==> config.mk <==
export PLATFORM = sky130hd
export DESIGN_NAME = uart_cmd_ctrl
export DESIGN_NICKNAME = d
export VERILOG_FILES = /design/src/rtl/uart_cmd_pkg.sv /design/src/rtl/uart_cmd_tmo.sv /design/src/rtl/uart_cmd_ctrl.sv
export SDC_FILE = /design/constraint.sdc
export NUM_CORES = 1
export LEC_CHECK = 0
export ABC_CLOCK_PERIOD_IN_PS = 2500
export BUFFER_PORTS_ARGS = -buffer_cell sky130_fd_sc_hd__buf_4
export CAP_MARGIN = 25
export CORE_MARGIN = 3
export CORE_UTILIZATION = 52
export DETAILED_ROUTE_END_ITERATION = 6
export PLACE_DENSITY_LB_ADDON = 0.3
export SLEW_MARGIN = 10
export SYNTH_ARGS = -nofsm -noshare
export SYNTH_HDL_FRONTEND = slang
export SYNTH_SLANG_ARGS = --single-unit
==> constraint.sdc <==
create_clock -name CLK -period 2.5 [get_ports CLK]
set_clock_uncertainty 0.2 [all_clocks]
set_input_delay 0.5 -clock CLK [delete_from_list [all_inputs] [get_ports CLK]]
set_output_delay 0.5 -clock CLK [all_outputs]
set_load 0.005 [all_outputs]
==> src/rtl/uart_cmd_pkg.sv <==
// uart_cmd_pkg
//   Shared definitions for the UART command controller: FSM state encoding,
//   command opcodes, fixed operand register addresses and the error
//   response byte.
package uart_cmd_pkg;

   typedef enum logic [3:0] {
      IDLE,
      WR_ADDR,
      WR_DATA,
      RD_ADDR,
      RD_WAIT,
      OP_A,
      OP_B,
      OP_FUN,
      ALU_WAIT,
      TX_LO,
      TX_HI
   } state_t;

   localparam logic [7:0] OPC_WR      = 8'hAA;
   localparam logic [7:0] OPC_RD      = 8'hBB;
   localparam logic [7:0] OPC_ALU_OP  = 8'hCC;
   localparam logic [7:0] OPC_ALU_NOP = 8'hDD;

   localparam int unsigned OPA_ADDR = 0;
   localparam int unsigned OPB_ADDR = 1;

   localparam logic [7:0] ERR_RESP_BYTE = 8'hEE;

   // States that wait for the next byte of a frame; these are the ones that
   // are timed and that abort on a receive error.
   function automatic logic is_byte_state(input state_t s);
      return (s inside {WR_ADDR, WR_DATA, RD_ADDR, OP_A, OP_B, OP_FUN});
   endfunction

endpackage

==> src/rtl/uart_cmd_tmo.sv <==
// uart_cmd_tmo
//   Inter-byte timeout. Down-counter loaded on every accepted byte; while
//   enabled it counts towards zero and flags expiry once zero is reached.
//   Ports:
//     CLK, RST   system clock, synchronous active-high reset
//     clr        accepted byte, reload the counter
//     en         frame in a timed state
//     expire     enabled and the terminal count has been reached
module uart_cmd_tmo #(
   parameter int TMO_CYCLES = 4096
) (
   input  logic CLK,
   input  logic RST,
   input  logic clr,
   input  logic en,
   output logic expire
);

   localparam int CW = (TMO_CYCLES > 2) ? $clog2(TMO_CYCLES) : 1;
   localparam logic [CW-1:0] LOAD = CW'(TMO_CYCLES - 1);

   logic [CW-1:0] cnt;

   // Loaded value is TMO_CYCLES-1, so zero is reached TMO_CYCLES-1 cycles
   // after the last accepted byte; the FSM acts on it at the following edge.
   always_ff @(posedge CLK) begin
      if (RST) begin
         cnt <= '0;
      end else if (clr) begin
         cnt <= LOAD;
      end else if (en && (cnt != '0)) begin
         cnt <= cnt - 1'b1;
      end
   end

   assign expire = en && (cnt == '0);

endmodule

==> src/rtl/uart_cmd_ctrl.sv <==
// uart_cmd_ctrl
//   Command sequencer between UART_RX and the register file / ALU / UART_TX.
//   Frames: AA addr data (write), BB addr (read), CC A B fun (ALU with
//   operands), DD fun (ALU without operands). Results leave through a
//   valid/busy byte handshake.
//   Build option: define UART_CMD_ERR_RESP_EN to answer every dropped or
//   timed-out frame with an ERR_RESP_BYTE on TX.
//   Ports:
//     CLK, RST                 clock, synchronous active-high reset
//     RX_P_DATA/RX_D_VLD/RX_ERR received byte, strobe, parity|stop error
//     RF_RdData/RF_RdData_VLD  register-file read return
//     ALU_OUT/ALU_OUT_VLD      ALU result return
//     TX_BUSY                  transmitter busy
//     RF_WrEn/RF_RdEn/RF_Address/RF_WrData  register-file access
//     ALU_EN/ALU_FUN/CLK_GATE_EN            ALU launch and clock gate
//     TX_P_DATA/TX_D_VLD       byte to transmit, held until accepted
//     FRAME_ERR                one-cycle pulse on dropped/aborted frame
//
//   state    | meaning
//   IDLE     | waiting for an opcode byte
//   WR_ADDR  | write: waiting for address byte
//   WR_DATA  | write: waiting for data byte
//   RD_ADDR  | read: waiting for address byte
//   RD_WAIT  | read issued, waiting for RF_RdData_VLD
//   OP_A     | ALU: waiting for operand A
//   OP_B     | ALU: waiting for operand B
//   OP_FUN   | ALU: waiting for function byte
//   ALU_WAIT | ALU launched, waiting for ALU_OUT_VLD
//   TX_LO    | sending low (or only) result byte
//   TX_HI    | sending high ALU result byte
module uart_cmd_ctrl
   import uart_cmd_pkg::*;
#(
   parameter int DATA_WIDTH = 8,
   parameter int ADDR_WIDTH = 4,
   parameter int TMO_CYCLES = 4096
) (
   input  logic                    CLK,
   input  logic                    RST,
   input  logic [DATA_WIDTH-1:0]   RX_P_DATA,
   input  logic                    RX_D_VLD,
   input  logic                    RX_ERR,
   input  logic [DATA_WIDTH-1:0]   RF_RdData,
   input  logic                    RF_RdData_VLD,
   input  logic [2*DATA_WIDTH-1:0] ALU_OUT,
   input  logic                    ALU_OUT_VLD,
   input  logic                    TX_BUSY,
   output logic                    RF_WrEn,
   output logic                    RF_RdEn,
   output logic [ADDR_WIDTH-1:0]   RF_Address,
   output logic [DATA_WIDTH-1:0]   RF_WrData,
   output logic                    ALU_EN,
   output logic [3:0]              ALU_FUN,
   output logic                    CLK_GATE_EN,
   output logic [DATA_WIDTH-1:0]   TX_P_DATA,
   output logic                    TX_D_VLD,
   output logic                    FRAME_ERR
);

   state_t state, state_nxt;

   logic                  rf_wren_nxt, rf_rden_nxt, alu_en_nxt, frame_err_nxt;
   logic                  clk_gate_nxt, tx_vld_nxt;
   logic [ADDR_WIDTH-1:0] rf_addr_nxt;
   logic [DATA_WIDTH-1:0] rf_wrdata_nxt, tx_data_nxt;
   logic [3:0]            alu_fun_nxt;
   logic [DATA_WIDTH-1:0] alu_hi, alu_hi_nxt;
   logic                  two_byte, two_byte_nxt;

   logic rx_ok, rx_bad, tmo_en, tmo_expire;

   assign rx_ok  = RX_D_VLD && !RX_ERR;
   assign rx_bad = RX_D_VLD &&  RX_ERR;
   assign tmo_en = is_byte_state(state);

   // Reloading on every good byte is harmless outside timed states: every
   // entry into a timed state is itself a good byte.
   uart_cmd_tmo #(
      .TMO_CYCLES (TMO_CYCLES)
   ) u_tmo (
      .CLK    (CLK),
      .RST    (RST),
      .clr    (rx_ok),
      .en     (tmo_en),
      .expire (tmo_expire)
   );

   always_ff @(posedge CLK) begin
      if (RST) begin
         state       <= IDLE;
         RF_WrEn     <= 1'b0;
         RF_RdEn     <= 1'b0;
         RF_Address  <= '0;
         RF_WrData   <= '0;
         ALU_EN      <= 1'b0;
         ALU_FUN     <= '0;
         CLK_GATE_EN <= 1'b0;
         TX_P_DATA   <= '0;
         TX_D_VLD    <= 1'b0;
         FRAME_ERR   <= 1'b0;
         alu_hi      <= '0;
         two_byte    <= 1'b0;
      end else begin
         state       <= state_nxt;
         RF_WrEn     <= rf_wren_nxt;
         RF_RdEn     <= rf_rden_nxt;
         RF_Address  <= rf_addr_nxt;
         RF_WrData   <= rf_wrdata_nxt;
         ALU_EN      <= alu_en_nxt;
         ALU_FUN     <= alu_fun_nxt;
         CLK_GATE_EN <= clk_gate_nxt;
         TX_P_DATA   <= tx_data_nxt;
         TX_D_VLD    <= tx_vld_nxt;
         FRAME_ERR   <= frame_err_nxt;
         alu_hi      <= alu_hi_nxt;
         two_byte    <= two_byte_nxt;
      end
   end

   always_comb begin
      state_nxt     = state;
      rf_wren_nxt   = 1'b0;
      rf_rden_nxt   = 1'b0;
      alu_en_nxt    = 1'b0;
      frame_err_nxt = 1'b0;
      rf_addr_nxt   = RF_Address;
      rf_wrdata_nxt = RF_WrData;
      alu_fun_nxt   = ALU_FUN;
      clk_gate_nxt  = CLK_GATE_EN;
      tx_data_nxt   = TX_P_DATA;
      tx_vld_nxt    = TX_D_VLD;
      alu_hi_nxt    = alu_hi;
      two_byte_nxt  = two_byte;

      case (state)
         IDLE: begin
            if (rx_ok) begin
               if (RX_P_DATA == DATA_WIDTH'(OPC_WR)) begin
                  state_nxt = WR_ADDR;
               end else if (RX_P_DATA == DATA_WIDTH'(OPC_RD)) begin
                  state_nxt = RD_ADDR;
               end else if (RX_P_DATA == DATA_WIDTH'(OPC_ALU_OP)) begin
                  state_nxt    = OP_A;
                  clk_gate_nxt = 1'b1;
               end else if (RX_P_DATA == DATA_WIDTH'(OPC_ALU_NOP)) begin
                  state_nxt    = OP_FUN;
                  clk_gate_nxt = 1'b1;
               end
            end
         end
         WR_ADDR: begin
            if (rx_ok) begin
               rf_addr_nxt = RX_P_DATA[ADDR_WIDTH-1:0];
               state_nxt   = WR_DATA;
            end
         end
         WR_DATA: begin
            if (rx_ok) begin
               rf_wrdata_nxt = RX_P_DATA;
               rf_wren_nxt   = 1'b1;
               state_nxt     = IDLE;
            end
         end
         RD_ADDR: begin
            if (rx_ok) begin
               rf_addr_nxt = RX_P_DATA[ADDR_WIDTH-1:0];
               rf_rden_nxt = 1'b1;
               state_nxt   = RD_WAIT;
            end
         end
         RD_WAIT: begin
            if (RF_RdData_VLD) begin
               tx_data_nxt  = RF_RdData;
               two_byte_nxt = 1'b0;
               state_nxt    = TX_LO;
            end
         end
         OP_A: begin
            if (rx_ok) begin
               rf_addr_nxt   = ADDR_WIDTH'(OPA_ADDR);
               rf_wrdata_nxt = RX_P_DATA;
               rf_wren_nxt   = 1'b1;
               state_nxt     = OP_B;
            end
         end
         OP_B: begin
            if (rx_ok) begin
               rf_addr_nxt   = ADDR_WIDTH'(OPB_ADDR);
               rf_wrdata_nxt = RX_P_DATA;
               rf_wren_nxt   = 1'b1;
               state_nxt     = OP_FUN;
            end
         end
         OP_FUN: begin
            if (rx_ok) begin
               alu_fun_nxt = RX_P_DATA[3:0];
               alu_en_nxt  = 1'b1;
               state_nxt   = ALU_WAIT;
            end
         end
         ALU_WAIT: begin
            if (ALU_OUT_VLD) begin
               tx_data_nxt  = ALU_OUT[DATA_WIDTH-1:0];
               alu_hi_nxt   = ALU_OUT[2*DATA_WIDTH-1:DATA_WIDTH];
               two_byte_nxt = 1'b1;
               clk_gate_nxt = 1'b0;
               state_nxt    = TX_LO;
            end
         end
         TX_LO, TX_HI: begin
            // Offer only into an idle transmitter; the busy rise while
            // offering is the acceptance, after which the offer is withdrawn.
            if (!TX_D_VLD) begin
               if (!TX_BUSY) begin
                  tx_vld_nxt = 1'b1;
               end
            end else if (TX_BUSY) begin
               tx_vld_nxt = 1'b0;
               if ((state == TX_LO) && two_byte) begin
                  tx_data_nxt = alu_hi;
                  state_nxt   = TX_HI;
               end else begin
                  state_nxt = IDLE;
               end
            end
         end
         default: state_nxt = IDLE;
      endcase

      // A good byte takes priority over a timeout landing on the same cycle.
      if (is_byte_state(state) && !rx_ok && (rx_bad || tmo_expire)) begin
         frame_err_nxt = 1'b1;
         clk_gate_nxt  = 1'b0;
`ifdef UART_CMD_ERR_RESP_EN
         tx_data_nxt   = DATA_WIDTH'(ERR_RESP_BYTE);
         two_byte_nxt  = 1'b0;
         state_nxt     = TX_LO;
`else
         state_nxt     = IDLE;
`endif
      end
   end

endmodule

==> reports/metrics.cfg <==
[status]
outcome = completed

[cells_and_area]
drive_above_1_share_pct = 26.8
antenna_cells = 0
fin_nets = 406
area_delta_synth_final_pct = 27.2

[synthesis]
syn_inst = 296
synth_edf_count = 0
ys_warn_count = 0
synth_fa_ha_area_share_pct = 0.947
synth_seq_cells = 55
synth_xor_area_share_pct = 3.65
synth_top_area_cell = dfxtp_1
yosys-mux-area-fraction_pct = 11.0
synth_top_family_by_area = simple AND/OR/NAND/NOR gates
synth_top_area_share_pct = 41.7
syn_avg_cell_area_um2 = 8.93
ys_seq_area_share_pct = 41.7
synth_simple_gate_area_share_pct = 21.8
ys_top_cells_by_area = dfxtp_1 (42%), mux2i_1 (11%), nor2_1 (6.4%), a21oi_1 (4.9%), a2bb2oi_1 (2.7%)
ys.flop_type = dfxtp_1
synth_compound_area_share_pct = 17.2
synth.net_count = 337
syn_area_um2 = 2640
ys_async_sr_fraction_pct = 0
synth_cell_types = 54

[critical_path]
r2r_end = state[1]
end_kind = flip-flop
cp-start-kind = flip-flop
ff2ff_setup_slack_ns = 0.24
crit_fanout = 16
required_ns = 2.51
path_class = flip-flop to flip-flop
path_cells = or3b_1 > a21oi_2 > nor3_1 > buf_4 > and2_1 > a211oi_1
crit_slowest_cell = dfxtp_1
reg2regPathDepth = 6
r2r-start = state[3]
worstPathArrival_ns = 2.27
cp_slowest_stage_delay_ns = 0.64

[placed_design]
dpl.hpwl_mm = 4.48
portBuffers = 68
gp_congestion = 0.804

[min_path]
holdPathEnd = TX_D_VLD
hp-class = primary input to flip-flop
hp-start = TX_BUSY
min_path_cells = 2

[clock_network]
cts_max_path_buffers = 2
postCtsHoldBufs = 0
clock-sinks = 55
cts-resized-gates = 0
cts_root_buf = clkbuf_8
post-cts-setup-buffers = 0
clk_pin_slew_ns = 0.09
cts_buffers = 5
h-tree-depth = 2
cts_tree = yes
insertion_delay_ns = 0.31

[routing]
drt-met1-wl_mm = 2.61
drt_iter0_markers = 133
via_per_inst = 5.55
route.met2.wl_mm = 2.93
wire_per_inst_um = 14.0
ant_nets = 0
routed_wl_mm = 6.07
drc = 0
first_pass_iters = 4
highest_layer = met4
met3WireLength_um = 418
dr_total_vias = 2401

[grt]
antenna_found_initial = 0
grt_max_degree = 52
grt_pass1_vias = 2313
grt_usage_pct = 21.4
grt_pass1_wl_mm = 10.5
overflow = 0

[floorplan]
dieArea_um2 = 5970
ios = 69
die_x_um = 77.3
row_count = 25
design.core.area_um2 = 4820
initial_utilization_pct = 54.9
die_y_um = 77.3

[pwr]
power.density_nw_per_um2 = 1010
p_leak_nw = 1.35
ir_drop_v = 0.000582
p_total_mw = 3.40

[timing]
slew_headroom_pct = 52.5
worst_slew_pin_slew_ns = 0.707
layout_min_cycle_time_ns = 2.26
setup_violations = 0
timing.setup.tns_ns = 0
period_share_pct = 90.4
finalHoldViolCount = 0
slew_viol_final = 0
rsz0062_at_grt = no
fmax_mhz = 443

[flow_run]
maxCapViolations = 0

[registers in the layout, indices dropped and copies added (netlist names)]
signal	count
RF_RdEn	1
state	4
two_byte	1
TX_P_DATA	8
u_tmo.cnt	12
CLK_GATE_EN	1
TX_D_VLD	1
RF_WrEn	1
ALU_FUN	4
ALU_EN	1
alu_hi	8
RF_WrData	8
RF_Address	4
FRAME_ERR	1
[cell usage in the layout, fill, tap and decap left out, types with 2 or more instances in the layout]
cell        n
and2_1      5
nor4_1      3
nand2b_1    8
a2bb2oi_1   8
xnor2_1     8
o21bai_1    2
clkbuf_8    6
o21ai_0     4
or2_2       3
nor2_1     45
o22ai_1     8
ha_1        2
nor3_1      5
inv_1       5
a21oi_1    26
and4_1      2
dfxtp_1    55
buf_4      79
a211oi_1    4
nand3_1     9
nor4bb_1    2
xor2_1      3
nand4_1     3
nand2_1    12
mux2i_1    29
[Yosys cell counts (3+ instances only)]
cell type	instances
nor3_1	5
nand4_1	3
inv_1	5
xnor2_1	8
mux2i_1	29
xor2_1	3
o22ai_1	8
a21oi_1	26
dfxtp_1	55
nor4_1	3
nor2_1	45
a2bb2oi_1	8
nand2b_1	8
nand2_1	12
and2_1	5
o21ai_0	4
clkbuf_1	11
buf_2	4
or2_2	3
a211oi_1	4
nand3_1	9
[area by class of cell]
| type | count | area (µm²) |
|---|---|---|
| inverters | 6 | 22.5 |
| clock inverters | 2 | 35.0 |
| multi-input cells | 218 | 1440 |
| well taps | 67 | 83.8 |
| fillers | 417 | 1460 |
| clock buffers | 6 | 82.6 |
| repair buffers | 79 | 593 |
| flip-flops and latches | 55 | 1100 |
[per-stage QoR]
step | setup slack, ns | hold slack, ns | util [%] | std cells | cell area, µm²
final | 0.241 | 0.183 | 69.8 | 433 | 3360
after global routing | 0.0768 | 0.172 | 69.8 | 433 | 3360
after CTS | 0.239 | 0.180 | 69.8 | 433 | 3360
after detailed placement | 0.263 | 0.247 | 67.3 | 425 | 3240
after global placement | 0.291 | 0.242 | 67.3 | 425 | 3240
after floorplan | 0.504 | 0.248 | - | 296 | 2640
[report_power, final]
group          leakage (nW)  internal (mW)  switching, mW
clock                0.0612          0.325          0.286
sequential            0.448           1.02          0.135
combinational         0.843          0.779          0.859
total                  1.35           2.12           1.28
[worst max-delay path, delay by kind of cell (launching register included)]
| kind | cells | cell delay, ns |
|---|---|---|
| simple gates | 3 | 0.66 |
| flops | 1 | 0.64 |
| compound gates | 2 | 0.49 |
| buf+inv | 1 | 0.16 |
[logic make-up after synthesis]
group           count (synthesis)
xor+xnor                       11
compound gates                 67
simple gates                  109
buf+inv                        23
mux                            29
flops                          55
fa+ha+maj                       2
[how the worst max path moves through the flow]
stage / endpoint / start
final: state[1] / state[3]
after global routing: state[1] / u_tmo.cnt[0]
after CTS: TX_P_DATA[0] / state[3]
after detailed placement: TX_P_DATA[0] / state[3]
after global placement: state[1] / u_tmo.cnt[0]
after floorplan: state[1] / RX_ERR
[per-layer routing]
layer / vias up / GRT usage, %
met5: - / 0
met4: 0 / 8.54
met3: 10 / 5.63
met2: 70 / 35.0
met1: 1120 / 26.7
li1: 1201 / -
No activity file was read; power rests on OpenSTA's default activity.
